[src/rtl/regfile_write_arbiter.sv]
// Purpose: arbitrates two writeback requesters (ALU, load) onto one register-file write port.
// Latency: ready is combinational in the request cycle; the write appears on the port one cycle later.
// Backpressure: a lone requester is always accepted; on contention the loser waits, and the stall is counted.
module regfile_write_arbiter #(
    parameter int DATA_W = 64,
    parameter int ADDR_W = 5,
    parameter int CNT_W  = 16
) (
    input  logic              clk,
    input  logic              rst,
    input  logic              a_valid,
    input  logic [ADDR_W-1:0] a_reg,
    input  logic [DATA_W-1:0] a_data,
    output logic              a_ready,
    input  logic              b_valid,
    input  logic [ADDR_W-1:0] b_reg,
    input  logic [DATA_W-1:0] b_data,
    output logic              b_ready,
    output logic [ADDR_W-1:0] write_register,
    output logic [DATA_W-1:0] write_data,
    output logic              reg_write,
    output logic [CNT_W-1:0]  stall_count
);

    localparam logic [CNT_W-1:0] CNT_MAX = '1;

    // Priority pointer used only on contention: 0 favours A, 1 favours B.
    logic ptr;
    logic a_xfer;
    logic b_xfer;
    logic contend;

    // Grant: a lone requester wins outright; on contention the pointer decides.
    // Nothing is granted while reset is asserted.
    always_comb begin
        a_ready = 1'b0;
        b_ready = 1'b0;
        if (!rst) begin
            a_ready = a_valid && (!b_valid || !ptr);
            b_ready = b_valid && (!a_valid ||  ptr);
        end
    end

    assign a_xfer  = a_valid && a_ready;
    assign b_xfer  = b_valid && b_ready;
    assign contend = a_valid && b_valid && !rst;

    // Pointer moves to whichever requester lost the most recent transfer.
    always_ff @(posedge clk) begin
        if (rst) begin
            ptr <= 1'b0;
        end else if (a_xfer) begin
            ptr <= 1'b1;
        end else if (b_xfer) begin
            ptr <= 1'b0;
        end
    end

    // Register the granted write; x0 transfers complete the handshake but never write,
    // and the index/data hold whenever no write is issued.
    always_ff @(posedge clk) begin
        if (rst) begin
            reg_write      <= 1'b0;
            write_register <= '0;
            write_data     <= '0;
        end else begin
            reg_write <= 1'b0;
            if (a_xfer) begin
                if (a_reg != '0) begin
                    reg_write      <= 1'b1;
                    write_register <= a_reg;
                    write_data     <= a_data;
                end
            end else if (b_xfer) begin
                if (b_reg != '0) begin
                    reg_write      <= 1'b1;
                    write_register <= b_reg;
                    write_data     <= b_data;
                end
            end
        end
    end

    // Saturating count of cycles where one valid requester had to wait.
    always_ff @(posedge clk) begin
        if (rst) begin
            stall_count <= '0;
        end else if (contend && (stall_count != CNT_MAX)) begin
            stall_count <= stall_count + CNT_W'(1);
        end
    end

endmodule

[config.mk]
export PLATFORM = sky130hd
export DESIGN_NAME = regfile_write_arbiter
export DESIGN_NICKNAME = d
export VERILOG_FILES = /design/src/rtl/regfile_write_arbiter.sv
export SDC_FILE = /design/constraint.sdc
export NUM_CORES = 1
export LEC_CHECK = 0
export CORE_AREA = 3 3 108 110
export DETAILED_ROUTE_END_ITERATION = 7
export DIE_AREA = 0 0 111 113
export PLACE_DENSITY = 0.81
export SYNTH_ARGS = -nofsm -noshare
export SYNTH_HDL_FRONTEND = slang
export SYNTH_SLANG_ARGS = --single-unit
[constraint.sdc]
create_clock -name clk -period 4.65 [get_ports clk]
set_input_delay 0.6975 -clock clk [delete_from_list [all_inputs] [get_ports clk]]
set_output_delay 0.6975 -clock clk [all_outputs]
set_load 0.005 [all_outputs]
# Word-level counts from Yosys, hierarchy flattened
# Index checks and enable logic that the tools add are counted.
dict set report classes {
  addsub 1
  n_eq_ne 2
  n_mux 16
  reduce_logical 18
}
# operator count
set ops {}
lappend ops {{two-way mux 64 bit} 4}
lappend ops {{two-way mux 5 bit} 4}
lappend ops {{adder 16 x 1 -> 16 bit, second input constant} 1}
lappend ops {{!= test 16 bit, second input constant} 1}
lappend ops {{nonzero test 5 bit} 2}
lappend ops {{two-way mux 1 bit} 8}
lappend ops {{logical AND 1 bit} 7}
lappend ops {{logical NOT 1 bit} 4}
lappend ops {{nonzero test 2 bit} 2}
lappend ops {{AND reduction 3 bit} 1}
lappend ops {{logical OR 1 bit} 2}
lappend ops {{!= test 2 x 1 -> 1 bit, second input constant} 1}
dict set report totals {
  regBits 87
  inputBits 142
  out_inout_bits 88
  word_cells 42
}

# Depth between registers and ports, before layout
# Gate-level depths: netlist of run 1.
dict set report depth {
  ltp_word 7
  mapped_depth 7
  depth_no_buf 5
}

# Worst setup path before layout of run 1
# Ideal clock, no wire load.
dict set report synth_path {
  path_type {input -> output}
  from {input port b_valid}
  to {output port a_ready}
  t_arrival_ps 1569
  t_required_ps 3953
  slack_ps 2383
  cell_stages 5
  n_path_buf 2
  path_cell_list {a21o_1 -> or2_2 -> clkbuf_1 -> buf_2 -> inv_1}
}
dict set report synth_between {
  elab_chain_cells 4
}
# item line
set synth_lines {}
lappend synth_lines {{from (decl)} 15} ;# input logic b_valid,
lappend synth_lines {{logical NOT 1 bit} 39} ;# a_ready = a_valid && (!b_valid || !ptr);
lappend synth_lines {{logical OR 1 bit} 39}
lappend synth_lines {{logical AND 1 bit} 39}
lappend synth_lines {{two-way mux 1 bit} 38} ;# if (!rst) begin
lappend synth_lines {{to (decl)} 14} ;# output logic a_ready,
# Every way passes these cells.

# Worst setup path after layout of run 1
dict set report layout_path {
  from {input port a_valid}
  to {output port b_ready}
}
dict set report layout_between {
  elab_chain_cells 4
}
# item line
set layout_lines {}
lappend layout_lines {{from (decl)} 11} ;# input logic a_valid,
lappend layout_lines {{logical NOT 1 bit} 40} ;# b_ready = b_valid && (!a_valid || ptr);
lappend layout_lines {{logical OR 1 bit} 40}
lappend layout_lines {{logical AND 1 bit} 40}
lappend layout_lines {{two-way mux 1 bit} 38}
lappend layout_lines {{to (decl)} 18} ;# output logic b_ready,
# Every way passes these cells.

==> results of run 1 <==
-- routing by layer --
layer / global-route usage, % / wire length (um) / vias to the layer above
li1: - / - / 2138
met1: 26.18 / 5542 / 2074
met2: 37.38 / 6979 / 197
met3: 5.080 / 1089 / 27
met4: 8.046 / 388 / 0
met5: 0 / 0 / -
-- cells in the final DEF, fill, tap and decap left out, types with 2 or more instances in the layout --
master and count:
o31ai_1 4, nand3_1 6, nand4_1 3, nor4_1 3
clkdlybuf4s50_1 228, nand3b_1 2, or3_1 4, nor2_1 6
mux2i_1 68, o21ai_0 4, o311ai_0 4, a211oi_1 140
buf_4 5, a21oi_1 9, nor3_1 3, nand2_1 10
and4_2 2, bufinv_16 4, inv_1 8, dfxtp_1 87
clkbuf_8 10, or4_1 6, o41ai_1 3
-- per-stage QoR --
stage,worst slack (ns),std cells,hold slack [ns],cell area (um2),util [%]
after floorplan,2.383,437,0.4605,4268,-
after global placement,1.291,764,0.4928,6591,61.07
after detailed placement,1.162,764,0.4980,6591,61.07
after CTS,1.264,780,0.5185,6862,63.58
after global routing,1.129,780,0.5626,6862,63.58
final,1.228,780,0.5241,6862,63.58
-- worst max-delay path: stages --
cell and delay, ns:
clkdlybuf4s50_1 0.48, inv_1 0.19, o211a_2 0.69, clkdlybuf4s50_1 0.64
-- final timing paths --
kind	start	end	slack, ns	depth (start not counted)
min reg2reg	ptr$_SDFFE_PP0P_	ptr$_SDFFE_PP0P_	0.52	2
min	ptr$_SDFFE_PP0P_	ptr$_SDFFE_PP0P_	0.52	2
max	a_valid	b_ready	1.23	4
max reg2reg	ptr$_SDFFE_PP0P_	write_data[41]$_SDFFE_PP0P_	2.18	4
-- cell type report --
| cell class | count | area, um2 |
|---|---|---|
| Fill cell | 908 | 3931 |
| Timing Repair Buffer | 235 | 2345 |
| Multi-Input combinational cell | 294 | 2300 |
| Sequential cell | 87 | 1742 |
| Tap cell | 140 | 175.2 |
| Clock buffer | 11 | 141.4 |
| Clock inverter | 5 | 128.9 |
| Inverter | 8 | 30.03 |
-- power breakdown --
group	leakage, nW	internal [mW]	total [mW]	switching, mW
logic	1.79	0.287	0.470	0.183
registers	0.717	0.804	0.838	0.0333
clock network	0.134	0.427	0.691	0.264
-- sequential cells by signal (all words and copies together) (netlist names) --
name / cells
ptr: 1
reg_write: 1
stall_count: 16
write_data: 64
write_register: 5
-- kinds of logic (layout without fill, tap and decap cells) --
| group | Yosys count | in the layout |
|---|---|---|
| compound gates | 170 | 170 |
| simple gates | 53 | 53 |
| buf+inv | 56 | 259 |
| xor+xnor | 1 | 1 |
| fa+ha+maj | 1 | 1 |
| flops | 87 | 87 |
| mux | 69 | 69 |
==> run_results.csv, run 1 <==
group,metric,value,unit
status,status,"finished, final reports clean",
final_layout,antennaDiodeCount,0,
synth,netlist.top_cell.by_area,"dfxtp_1",
synth,avgSynthCellArea,9.766,um2
pwr,peakVddDrop,0.0001856,V
detailed_routing,via_count,4436,
clock_network,cts_hold_buffers,0,
clock_network,post_cts_buffers,0,
detailed_routing,drt_iter0_drc,189,
grt,grt_pass1_wl,22.54,mm
timing,fin_worst_skew,0.01437,ns
setup_path,critical_path.startpoint_type,"primary input",
worst_hold_path,hold_path.class,"reg -> reg",
clock_network,clk_root_buf,"clkbuf_8",
synth,syn-num-nets,580,
clock_network,cts_inserted_buffers,9,
detailed_routing,routed_wire_length_per_instance,17.95,um
flow_run,maxCapViolations,0,
synth,synth_compound_area_share,29.58,%
grt,grt_overflow,0,
setup_path,cp_max_fo,33,
floorplanning,dieHeight,113,um
clock_network,cts_max_path_buffers,2,
synth,synth_xor_area_share,0.2052,%
synth,yosysTopAreaCellShare,40.81,%
synth,synth_warnings,0,
synth,synth.top_cells.by_area,"dfxtp_1, a211oi_1, mux2i_1",
timing,hold_viol,0,
grt,grt_antenna_before_repair,0,
clock_network,h_tree_lvl_count,3,
floorplanning,row_count,38,
synth,ys_ff_latch,87,
synth,synth_seq_area_share,40.81,%
clock_network,path_clk_slew,0.08,ns
timing,tightest_slew,1.138,ns
synth,synth.cell_area,4268,um2
synth,post_synthesis_mux_area_share,16.21,%
grt,grt_usage,21.59,%
final_layout,area_delta_synth_final,60.77,%
floorplanning,fp.dieW,111,um
timing,fmaxAchievable,292.2,MHz
clock_network,worst_skew_pair.late_latency,0.35,ns
timing,setup_total_negative_slack,0,ns
synth,synthSimpleGateAreaFrac,7.271,%
final_layout,number_of_nets_in_the_layout,778,
detailed_routing,routed_wl,14.00,mm
clock_network,clk_sink_count,87,
pwr,powerDensity,291.3,nW/um2
clock_network,cts-resized-gates,0,
detailed_routing,drcViolationCount,0,
timing,drv_slew,0,
synth,adder_cell_fraction_of_synth_area,0.2932,%
synth,post_synth_inst_count,437,
setup_path,critPathRequiredTime,3.95,ns
timing,rsz0062_at_grt,"no",
synth,synth_top_family_by_area,"compound AO/OA/AOI/OAI gates",
detailed_routing,first_pass_iters,4,
final_layout,post_route_cells_drive_above_1_share,4.844,%
floorplanning,initial_utilization,39.54,%
synth,synth_top_cells_by_count,"a211oi_1, dfxtp_1, mux2i_1",
synth,yosys.cell_count.top_type,"a211oi_1",
placement,finalWeightedCongestion,0.8655,
synth,synth-main-ff-cell,"dfxtp_1",
placement,hpwl,10.10,mm
synth,synth_enable_flop_cells,0,
timing,layout_worst_path_cycle_share,73.60,%
pwr,post-layout-total-power,1.999,mW
timing,max_slew_margin,23.43,%
grt,first_global_vias,4505,
pwr,leakage,2.642,nW
floorplanning,floorplan.die_area,12540,um2
timing,setup_violations,0,
detailed_routing,post_drt_via_cell_ratio,5.687,
detailed_routing,final_antenna_violating_net_count,0,
grt,grt_max_degree,87,
setup_path,setup.worst_path.end_class,"primary output",
placement,io_buffer_count,229,
setup_path,worst-setup-path-type,"in -> out",
clock_network,tritoncts,"done",
floorplanning,floorplan.io_pins,230,
floorplanning,core_area,10790,um2
setup_path,crit_arrival,2.72,ns
synth,synth_async_sr_flop_share,0,%
synth,yosys_cell_types,39,
timing,post_layout_min_period,3.422,ns
Power figures use the tool's default switching activity.
==> run 2, diff against run 1 <==
Settings changed: CORE_AREA 3 3 108 110 to 3 3 109 111, DIE_AREA 0 0 111 113 to 0 0 112 114, PLACE_DENSITY 0.81 to 0.8.
Clock period 4.65 ns to 3.6 ns, I/O delays scaled along.
==> run 2 against run 1 <==
Clock power increased by 6.7%. Largest cell class unchanged. Clock-buffer cell count rose by 1. Non-clock buffer count stayed put. Die area up 1.8%. Sequential power increased by 29%. Sequential cell count did not move. Final area shrank 0.84%. Cell count decreased by 0.13%. Power increased by 21%.
==> run_results.csv, run 2 (synthesis gave the netlist of run 1 again) <==
group,metric,value,unit
final_layout,largest_reg_flops,64,
clock_network,post_cts_buffers,0,
grt,grt_max_degree,74,
floorplanning,initial_utilization,39.20,%
timing,rsz0062_at_grt,"no",
worst_hold_path,min_delay_path_depth,2,
placement,hpwl,10.10,mm
timing,setup_violations,0,
floorplanning,row_count,38,
grt,grt_pass1_wl,22.74,mm
pwr,peakVddDrop,0.0002373,V
grt,grt_antenna_before_repair,0,
detailed_routing,drt_iter0_drc,215,
floorplanning,fp.dieW,112,um
setup_path,critical_path.startpoint_type,"primary input",
setup_path,critPathRequiredTime,3.06,ns
timing,tightest_slew,1.187,ns
grt,first_global_vias,4465,
setup_path,cp_max_fo,14,
grt,grt_usage,21.78,%
floorplanning,dieHeight,114,um
grt,grt_overflow,0,
clock_network,cts_inserted_buffers,9,
timing,drv_slew,0,
clock_network,cts-resized-gates,0,
detailed_routing,post_drt_via_cell_ratio,5.723,
setup_path,crit_arrival,2.20,ns
final_layout,regMostFlops,"write_data",
clock_network,h_tree_lvl_count,3,
status,status,"finished, final reports clean",
timing,layout_worst_path_cycle_share,76.16,%
placement,io_buffer_count,229,
pwr,post-layout-total-power,2.427,mW
worst_hold_path,hold_path.class,"reg -> reg",
final_layout,layout.cells.most_common,"clkdlybuf4s50_1",
detailed_routing,first_pass_iters,4,
timing,post_layout_min_period,2.742,ns
floorplanning,core_area,10890,um2
clock_network,path_clk_slew,0.08,ns
timing,max_slew_margin,20.14,%
final_layout,antennaDiodeCount,0,
pwr,powerDensity,356.6,nW/um2
setup_path,worst-setup-path-type,"in -> out",
setup_path,worst_r2r_path_depth,4,
clock_network,cts_hold_buffers,0,
final_layout,layout_top_registers,"write_data: 64 flops, stall_count: 16 flops, write_register: 5 flops",
detailed_routing,via_count,4458,
detailed_routing,routed_wl,14.27,mm
clock_network,clk_sink_count,87,
detailed_routing,routed_wire_length_per_instance,18.32,um
flow_run,maxCapViolations,0,
timing,hold_viol,0,
timing,fin_worst_skew,0.01155,ns
floorplanning,floorplan.die_area,12770,um2
pwr,leakage,2.610,nW
timing,fmaxAchievable,364.7,MHz
floorplanning,floorplan.io_pins,230,
final_layout,area_delta_synth_final,59.43,%
timing,setup_total_negative_slack,0,ns
setup_path,setup.worst_path.end_class,"primary output",
final_layout,most_frequent_cells_in_the_layout,"clkdlybuf4s50_1, a211oi_1, dfxtp_1, mux2i_1",
final_layout,number_of_nets_in_the_layout,778,
placement,finalWeightedCongestion,0.8421,
detailed_routing,drcViolationCount,0,
final_layout,post_route_cells_drive_above_1_share,4.538,%
clock_network,tritoncts,"done",
detailed_routing,final_antenna_violating_net_count,0,
final_layout,postLayoutCoreUtil,62.49,%
clock_network,worst_skew_pair.late_latency,0.35,ns
clock_network,clk_root_buf,"clkbuf_8",
clock_network,cts_max_path_buffers,2,
run 2: changes by cell type in the layout (fill, tap and decap cells not counted):
cell	previous run	this run
clkinv_4	1	0
clkbuf_1	1	2
clkinvlp_4	0	1
bufinv_16	4	2
run 2: area by class of cell:
cell class	instances	area (um2)
fillers	885	4084
inverters	8	30.03
clock inverters	3	67.56
repair buffers	235	2345
multi-input cells	294	2300
flip-flops and latches	87	1742
clock buffers	12	145.1
well taps	140	175.2
run 2: routing by layer:
metal  part of all wire [%]  track usage [%]  up-vias
li1                       -                -     2135
met1                     41            26.59     2110
met2                     49            37.33      187
met3                    8.2            5.729       26
met4                    2.2            7.532        0
met5                      0                0        -
run 2: critical path: stages:
cell             delay, ns
clkdlybuf4s50_1       0.47
inv_1                 0.18
o211a_2               0.39
clkdlybuf4s50_1       0.61
run 2: where the power goes:
group,leakage [nW],internal (mW),switching (mW)
logic,1.79,0.370,0.237
registers,0.717,1.04,0.0434
clock network,0.103,0.407,0.330
run 2: stage by stage:
stage | instance area [um2] | hold slack [ns] | worst slack, ns | std cells
2_1_floorplan | 4268 | 0.4605 | 1.506 | 437
3_3_place_gp | 6591 | 0.4849 | 0.8422 | 764
3_5_place_dp | 6591 | 0.4949 | 0.7383 | 764
4_1_cts | 6804 | 0.5143 | 0.8559 | 779
5_1_grt | 6804 | 0.5417 | 0.7286 | 779
6_report | 6804 | 0.5215 | 0.8583 | 779
run 2: worst paths after layout:
| check | start | to | slack, ns |
|---|---|---|---|
| setup / recovery | a_valid | b_ready | 0.86 |
| hold / removal | ptr$_SDFFE_PP0P_ | ptr$_SDFFE_PP0P_ | 0.52 |
| setup reg to reg | stall_count[9]$_SDFFE_PP0P_ | stall_count[5]$_SDFFE_PP0P_ | 1.40 |
| hold reg to reg | ptr$_SDFFE_PP0P_ | ptr$_SDFFE_PP0P_ | 0.52 |
==> run 3, diff against run 2 <==
Clock period 3.6 ns to 2.7 ns, I/O delays scaled along.
==> run 3 against run 2 <==
Clock-buffer cell count up 1. Core utilization rose by 0.45 points. Global-route usage is 0.054 points higher. Sequential cell count stayed put. Cell count rose by 1.0%. First-iteration DRC count decreased by 25%. Worst setup slack got worse by 0.58 ns. Largest cell class unchanged. Largest power group unchanged. Highest routed layer unchanged.
==> run_results.csv, run 3 (synthesis gave the netlist of run 1 again) <==
group,metric,value,unit
status,status,"finished, final reports clean",
clock_network,cts_inserted_buffers,9,
worst_hold_path,hold_path.class,"in -> reg",
timing,max_slew_margin,59.00,%
clock_network,cts-resized-gates,0,
final_layout,largest_reg_flops,64,
clock_network,worst_skew_pair.late_latency,0.33,ns
detailed_routing,drt_iter0_drc,162,
clock_network,tritoncts,"done",
timing,fmaxAchievable,412.3,MHz
pwr,intPower,2.388,mW
detailed_routing,final_antenna_violating_net_count,0,
floorplanning,initial_utilization,39.20,%
final_layout,antennaDiodeCount,0,
setup_path,cp_max_fo,5,
pwr,netSwitchingFraction,25.72,%
setup_path,crit_arrival,2.02,ns
floorplanning,fp.dieW,112,um
floorplanning,dieHeight,114,um
setup_path,max_stage_delay,0.52,ns
detailed_routing,drcViolationCount,0,
placement,finalWeightedCongestion,0.8380,
timing,fin_worst_skew,0.007940,ns
timing,layout_worst_path_cycle_share,89.83,%
grt,grt_overflow,0,
clock_network,path_clk_slew,0.08,ns
floorplanning,floorplan.die_area,12770,um2
pwr,power_frac_clock,29.6,%
setup_path,path_delay_family,"buffers and inverters",
floorplanning,core_area,10890,um2
grt,grt_max_degree,45,
detailed_routing,first_pass_iters,4,
flow_run,maxCapViolations,0,
timing,setup_violations,0,
placement,io_buffer_count,229,
setup_path,critPathRequiredTime,2.30,ns
detailed_routing,routed_wire_length_per_instance,18.50,um
pwr,post-layout-total-power,3.214,mW
placement,dpl-instance-area,6644,um2
pwr,leakage,2.652,nW
clock_network,cts_hold_buffers,0,
final_layout,post_route_cells_drive_above_1_share,5.873,%
setup_path,cp_common_cell,"clkdlybuf4s50_1",
grt,grt_usage,21.83,%
setup_path,setup.worst_path.end_class,"primary output",
timing,post_layout_min_period,2.425,ns
grt,grt_antenna_before_repair,0,
setup_path,slowest_stage,"clkdlybuf4s50_1",
timing,setup_total_negative_slack,0,ns
grt,first_global_vias,4576,
clock_network,clk_root_buf,"clkbuf_8",
pwr,power.share.sequential,44.8,%
pwr,peakVddDrop,0.0002815,V
floorplanning,floorplan.io_pins,230,
timing,drv_slew,0,
clock_network,h_tree_lvl_count,3,
detailed_routing,post_drt_via_cell_ratio,5.601,
setup_path,critical_path.startpoint_type,"primary input",
timing,holdWs,0.3282,ns
setup_path,cp.buffers_inverters,3,
placement,hpwl,10.51,mm
detailed_routing,routed_wl,14.56,mm
timing,rsz0062_at_grt,"no",
grt,grt_pass1_wl,23.23,mm
pwr,comb_power_share,25.6,%
clock_network,post_cts_buffers,0,
final_layout,area_delta_synth_final,60.57,%
clock_network,clk_sink_count,87,
final_layout,layout_top_registers,"write_data: 64 flops, stall_count: 16 flops, write_register: 5 flops",
timing,tightest_slew,0.6071,ns
final_layout,regMostFlops,"write_data",
floorplanning,row_count,38,
setup_path,ordered_list_of_cells_on_the_worst_path,"clkdlybuf4s50_1 -> a21o_1 -> or2_4 -> inv_1 -> clkdlybuf4s50_1",
pwr,powerDensity,469.0,nW/um2
clock_network,cts_max_path_buffers,2,
setup_path,worst-setup-path-type,"in -> out",
final_layout,post_layout_instance_area,6853,um2
final_layout,layout.cells.most_common,"clkdlybuf4s50_1",
final_layout,most_frequent_cells_in_the_layout,"clkdlybuf4s50_1, a211oi_1, dfxtp_1, mux2i_1",
pwr,switching_power,0.8266,mW
detailed_routing,via_count,4408,
final_layout,number_of_nets_in_the_layout,785,
timing,hold_viol,0,
[run 3: stage by stage]
| step | util (%) | worst slack, ns | instances |
|---|---|---|---|
| 2_1_floorplan | - | 0.7414 | 437 |
| 3_3_place_gp | 61.02 | 0.1748 | 771 |
| 3_5_place_dp | 61.02 | 0.1214 | 771 |
| 4_1_cts | 62.94 | 0.2801 | 787 |
| 5_1_grt | 62.94 | 0.2049 | 787 |
| 6_report | 62.94 | 0.2747 | 787 |
[run 3: final timing paths]
| check | from | endpoint | slack (ns) | cells past startpoint |
|---|---|---|---|---|
| worst min register to register | stall_count[14]$_SDFFE_PP0P_ | stall_count[14]$_SDFFE_PP0P_ | 0.53 | 2 |
| worst max-delay path | b_valid | a_ready | 0.27 | 5 |
| worst min-delay path | rst | write_data[55]$_SDFFE_PP0P_ | 0.33 | 2 |
| worst max register to register | stall_count[3]$_SDFFE_PP0P_ | stall_count[15]$_SDFFE_PP0P_ | 0.56 | 4 |
[run 3: power by group through the flow]
stage | registers (mW) | clock network, mW | logic, mW
floorplan | 1.47 | 0 | 0.315
global placement | 1.46 | 0 | 0.803
detailed placement | 1.47 | 0 | 0.825
CTS | 1.44 | 0.975 | 0.828
global route | 1.45 | 1.03 | 0.883
finish | 1.44 | 0.951 | 0.822
[run 3: final cells by class]
| type | count | area, um2 |
|---|---|---|
| fill | 900 | 4035 |
| timing repair buffer | 242 | 2397 |
| multi-input combinational | 294 | 2300 |
| sequential | 87 | 1742 |
| tap | 140 | 175.2 |
| clock buffer | 13 | 168.9 |
| clock inverter | 3 | 40.04 |
| inverter | 8 | 30.03 |
[run 3: routing by layer]
layer	GRT usage, %	routed length [um]	vias to the layer above
met4	5.128	197	0
met3	6.844	1112	14
met2	38.13	7262	168
met1	26.39	5989	2090
li1	-	-	2136
met5	0	0	-
